## src/rtl/regfile_multiport_clr.sv

```systemverilog
// -----------------------------------------------------------------------------
// regfile_multiport_clr
//   Parametrised register file with one synchronous write port and NR
//   asynchronous read ports. Optional hardwired zero entry, optional
//   write-to-read bypass, and a sequential clear engine that zeroes one entry
//   per clock so the array can be wiped without a global reset.
//
// Ports
//   clk        system clock, rising-edge active
//   reset      synchronous active-high reset (zeroes array, idles the engine)
//   we         write enable
//   wad        write address (M bits)
//   din        write data (W bits)
//   rad        NR packed read addresses, port i at [i*M +: M]
//   dout       NR packed read data, port i at [i*W +: W]
//   clr_start  request a full sequential clear
//   busy       high while the clear engine is running
//   wr_drop    one-cycle pulse: a write was discarded because busy was high
// -----------------------------------------------------------------------------
module regfile_multiport_clr #(
   parameter int W        = 16,
   parameter int M        = 4,
   parameter int NR       = 3,
   parameter int ZERO_REG = 1,
   parameter int BYPASS   = 1
) (
   input  logic            clk,
   input  logic            reset,
   input  logic            we,
   input  logic [M-1:0]    wad,
   input  logic [W-1:0]    din,
   input  logic [NR*M-1:0] rad,
   output logic [NR*W-1:0] dout,
   input  logic            clr_start,
   output logic            busy,
   output logic            wr_drop
);

   localparam int DEPTH = int'(32'd1 << M);
   localparam bit ZR    = (ZERO_REG != 32'sd0);
   localparam bit BP    = (BYPASS != 32'sd0);

   localparam logic [M-1:0] PTR_ZERO = {M{1'b0}};
   localparam logic [M-1:0] PTR_LAST = {M{1'b1}};
   localparam logic [M:0]   ONE_EXT  = {{M{1'b0}}, 1'b1};
   localparam logic [M-1:0] PTR_ONE  = ONE_EXT[M-1:0];

   typedef enum logic [0:0] {
      ST_IDLE  = 1'b0,
      ST_CLEAR = 1'b1
   } state_t;

   state_t         state_r;
   state_t         state_nxt_s;
   logic [M-1:0]   ptr_r;
   logic [M-1:0]   ptr_nxt_s;
   logic           wr_drop_r;
   logic [W-1:0]   mem_r [DEPTH];

   logic           busy_s;
   logic           wad_is_zero_s;
   logic           wr_ok_s;

   assign busy_s        = (state_r == ST_CLEAR);
   assign wad_is_zero_s = (wad == PTR_ZERO);
   // Writes are accepted only while idle; the zero entry silently swallows them.
   assign wr_ok_s       = we & ~busy_s & ~(ZR & wad_is_zero_s);

   assign busy    = busy_s;
   assign wr_drop = wr_drop_r;

   // Clear-engine next-state and pointer logic
   always_comb begin
      state_nxt_s = state_r;
      ptr_nxt_s   = ptr_r;
      case (state_r)
         ST_IDLE: begin
            if (clr_start) begin
               state_nxt_s = ST_CLEAR;
               ptr_nxt_s   = PTR_ZERO;
            end else begin
               state_nxt_s = ST_IDLE;
               ptr_nxt_s   = ptr_r;
            end
         end
         ST_CLEAR: begin
            // clr_start is deliberately ignored here: no restart, no extension.
            if (ptr_r == PTR_LAST) begin
               state_nxt_s = ST_IDLE;
               ptr_nxt_s   = PTR_ZERO;
            end else begin
               state_nxt_s = ST_CLEAR;
               ptr_nxt_s   = ptr_r + PTR_ONE;
            end
         end
         default: begin
            state_nxt_s = ST_IDLE;
            ptr_nxt_s   = PTR_ZERO;
         end
      endcase
   end

   // Clear-engine state, pointer and drop-pulse registers
   always_ff @(posedge clk) begin
      if (reset) begin
         state_r   <= ST_IDLE;
         ptr_r     <= PTR_ZERO;
         wr_drop_r <= 1'b0;
      end else begin
         state_r   <= state_nxt_s;
         ptr_r     <= ptr_nxt_s;
         wr_drop_r <= we & busy_s;
      end
   end

   // Storage array: reset wipe, clear-engine wipe, or normal write
   always_ff @(posedge clk) begin
      if (reset) begin
         for (int i = 0; i < DEPTH; i++) begin
            mem_r[i] <= {W{1'b0}};
         end
      end else if (busy_s) begin
         mem_r[ptr_r] <= {W{1'b0}};
      end else if (wr_ok_s) begin
         mem_r[wad] <= din;
      end
   end

   for (genvar g = 0; g < NR; g++) begin : g_rd
      logic [M-1:0] addr_s;
      logic [W-1:0] data_s;

      assign addr_s = rad[g*M +: M];

      // Per-port asynchronous read mux: zero entry, then bypass, then array
      always_comb begin
         data_s = {W{1'b0}};
         if (ZR && (addr_s == PTR_ZERO)) begin
            data_s = {W{1'b0}};
         end else if (BP && we && !busy_s && (addr_s == wad)) begin
            data_s = din;
         end else begin
            data_s = mem_r[addr_s];
         end
      end

      assign dout[g*W +: W] = data_s;
   end

endmodule

```

## config.mk

```make
export PLATFORM = sky130hd
export DESIGN_NAME = regfile_multiport_clr
export DESIGN_NICKNAME = d
export VERILOG_FILES = /design/src/rtl/regfile_multiport_clr.sv
export SDC_FILE = /design/constraint.sdc
export NUM_CORES = 1
export LEC_CHECK = 0
export CAP_MARGIN = 0
export CORE_MARGIN = 8
export CORE_UTILIZATION = 60
export DETAILED_ROUTE_END_ITERATION = 8
export GPL_TIMING_DRIVEN = 0
export MAX_ROUTING_LAYER = met4
export PLACE_DENSITY = 0.86
export SYNTH_ARGS = -nofsm -noshare
export SYNTH_HDL_FRONTEND = slang
export SYNTH_SLANG_ARGS = --single-unit
```

## constraint.sdc

```tcl
create_clock -name clk -period 5 [get_ports clk]
set_clock_uncertainty 0.05 [all_clocks]
set_input_delay 1.25 -clock clk [delete_from_list [all_inputs] [get_ports clk]]
set_output_delay 1.25 -clock clk [all_outputs]
set_load 0.01 [all_outputs]
```

==> flow_summary.yaml <==
worst_hold_path:
  hold-path-cell-count: 2
  hp-class: "register to register"
  hp-start: "ptr_r[3]"
  hold-path-endpoint: "ptr_r[3]"
cts:
  cts_tree: "yes"
  clockBufferDepth: 3
  htreeDepth: 1
  cts.clk_slew.worst_paths_ns: 0.05
  clock-sinks: 262
  clock-root-buffer: "clkbuf_16"
  insertion_delay_ns: 0.56
  numCtsBuffers: 28
logic_synthesis:
  ys_async_sr_fraction_pct: 0
  syn_area_um2: 16900
  synthCells: 1398
  synth.distinct_cells: 54
  ys_ff_latch: 262
  synthFlopType: "edfxtp_1"
  yosysWarnings: 0
  yosysSeqAreaShare_pct: 46.3
  synth_edf_count: 256
  syn_avg_cell_area_um2: 12.1
power_and_ir_drop:
  powerDensity_nw_per_um2: 292
  vdd_drop_max_v: 0.000281
  power_leakage_nw: 7.05
floorplan:
  die-area_um2: 33700
  die_w_um: 184
  ios: 86
  chipHeight_um: 184
  initial_core_util_pct: 60.8
  core_um2: 27700
  num_rows: 61
layout:
  syn2layout_area_growth_pct: 16.2
  layout_common_cells: "256 x edfxtp_1, 253 x nor2_1, 195 x mux2i_1"
  final_common_cell: "edfxtp_1"
  final_area_um2: 19600
  fillers: 1868
  layout.nets: 1562
  stdcell_count: 1923
  utilization_pct: 70.7
  num_antenna_cells: 0
  drive_gt1_share_pct: 24.3
flow_run:
  maxCapViolCount: 0
setup_path:
  cp_max_fo: 7
  cp.arrival_ns: 3.72
  cp-end-kind: "output pin"
  rr_endpoint: "mem_r[9][1]"
  reg2reg_slack_ns: 1.93
  cp_data_required_time_ns: 3.70
  path_class: "input port to output pin"
  r2r_cells: 6
  r2r-start: "busy"
  cp-start-kind: "input port"
global_route:
  overflow: 0
  grt_use_total_pct: 35.1
  antenna_found_initial: 0
  grt_max_degree: 17
  grt_pass1_vias: 13589
  grt_pass1_wl_um: 85400
sta:
  fin_crit_sh_pct: 100
  timing_max_transition_violations_final: 0
  worst-slew-pin-transition_ns: 1.41
  clock.fmax_mhz: 199
  timing_hold_violations_final: 0
  period_minus_slack_ns: 5.02
  rsz0062_at_grt: "yes"
  setup_viol: 2
  slew_headroom_pct: 5.34
  fin_setup_tns_ns: -0.0214
  setup_slack_ns: -0.0155
route:
  routed_wl_um: 58700
  drcViolationCount: 0
  initialDrtViolationCount: 2595
  via_count: 13943
  first_pass_iters: 9
  ant_nets: 0
  wl_per_cell_um: 30.5
  vias_per_cell: 7.25
placed_design:
  dp_slack_ns: -0.946
  portBuffers: 80
  place_congestion: 1.01
  dp.cells: 1871
  dpl_cell_area_um2: 18200
  dp_hpwl_um: 41900
status:
  violations: "negative setup slack"
  outcome: "complete, but fails checks"
[synth_stat cells, types with 7 or more instances]
cell / number / area, um^2
a211oi_1: 48 / 360
a21o_1: 11 / 82.6
a21oi_1: 55 / 275
buf_2: 45 / 225
buf_6: 21 / 236
clkbuf_1: 56 / 210
edfxtp_1: 256 / 7690
inv_1: 7 / 26.3
mux2_2: 49 / 552
mux2i_1: 195 / 1950
mux4_2: 98 / 2210
nand2_1: 55 / 206
nand2_2: 9 / 56.3
nor2_1: 253 / 950
o22ai_1: 95 / 594
o31ai_1: 47 / 353
or2_2: 7 / 43.8
xnor2_1: 12 / 105
[stage by stage]
stage	hold WS, ns	total power [W]
after global routing	0.557	0.00582
final	0.519	0.00572
after floorplan	0.446	0.00322
after global placement	0.486	0.00362
after detailed placement	0.510	0.00364
after CTS	0.519	0.00565
[what timing repair did]
| item | 4_1_cts | 5_1_grt |
|---|---|---|
| pin swaps | 10 | 0 |
| gates resized for setup | 138 | 33 |
| hold buffers | 0 | 0 |
| endpoints found under the setup margin | 48 | 26 |
| setup buffers | 8 | 6 |
[state kept, by name (all words and copies together) (netlist names)]
name,count
mem_r,256
ptr_r,4
busy,1
wr_drop,1
[layout make-up]
class	instances	area (um^2)	share of cell area, %
inverter	7	26.3	0.134
clock buffer	35	727	3.71
clock inverter	15	150	0.766
buffer	117	866	4.42
sequential	262	7810	39.8
tap	378	473	2.41
multi-input combinational	1015	8640	44.1
timing repair buffer	94	905	4.62
[worst max-delay path, stage by stage]
cell	delay, ns
clkdlybuf4s50_1	0.57
buf_6	0.17
or3b_4	0.46
buf_4	0.17
buf_12	0.12
buf_4	0.13
o22ai_2	0.22
a211oi_2	0.11
a21oi_1	0.21
dlygate4sd2_1	0.30
[metal layers]
layer	vias up	routed length [um]	track usage [%]	share of wire (%)
met5	-	0	-	0
met4	0	2810	15.0	4.8
met3	257	8890	8.50	15
met2	1318	26800	53.8	46
met1	6681	20200	44.2	34
li1	5687	-	-	-
[cells by family (layout without fill, tap and decap cells)]
family | Yosys count | after routing | share of synthesized area [%]
simple gates | 366 | 366 | 9.27
mux | 342 | 342 | 27.9
compound gates | 278 | 278 | 11.3
flops | 262 | 262 | 46.3
buf+inv | 136 | 268 | 4.39
xor+xnor | 12 | 12 | 0.624
fa+ha+maj | 1 | 1 | 0.0742
other cells | 1 | 16 | 0.0222
[how the worst max path moves through the flow]
| stage | end | from | depth (start not counted) | slack, ns |
|---|---|---|---|---|
| 6_report | dout[13] | rad[2] | 10 | -0.02 |
| 5_1_grt | dout[29] | rad[7] | 8 | -0.004 |
| 2_1_floorplan | dout[0] | rad[0] | 6 | 0.98 |
| 4_1_cts | dout[9] | rad[2] | 8 | 0.0009 |
| 3_5_place_dp | dout[4] | rad[2] | 9 | -0.95 |
| 3_3_place_gp | dout[4] | rad[2] | 9 | -0.93 |
[report_power, final]
group | total [W] | internal [W] | switching, W
Sequential | 0.00258 | 0.00251 | 0.0000770
Combinational | 0.00110 | 0.000464 | 0.000635
Clock | 0.00204 | 0.00114 | 0.000903
Total | 0.00572 | 0.00411 | 0.00161
(Power assumes the default switching activity.)
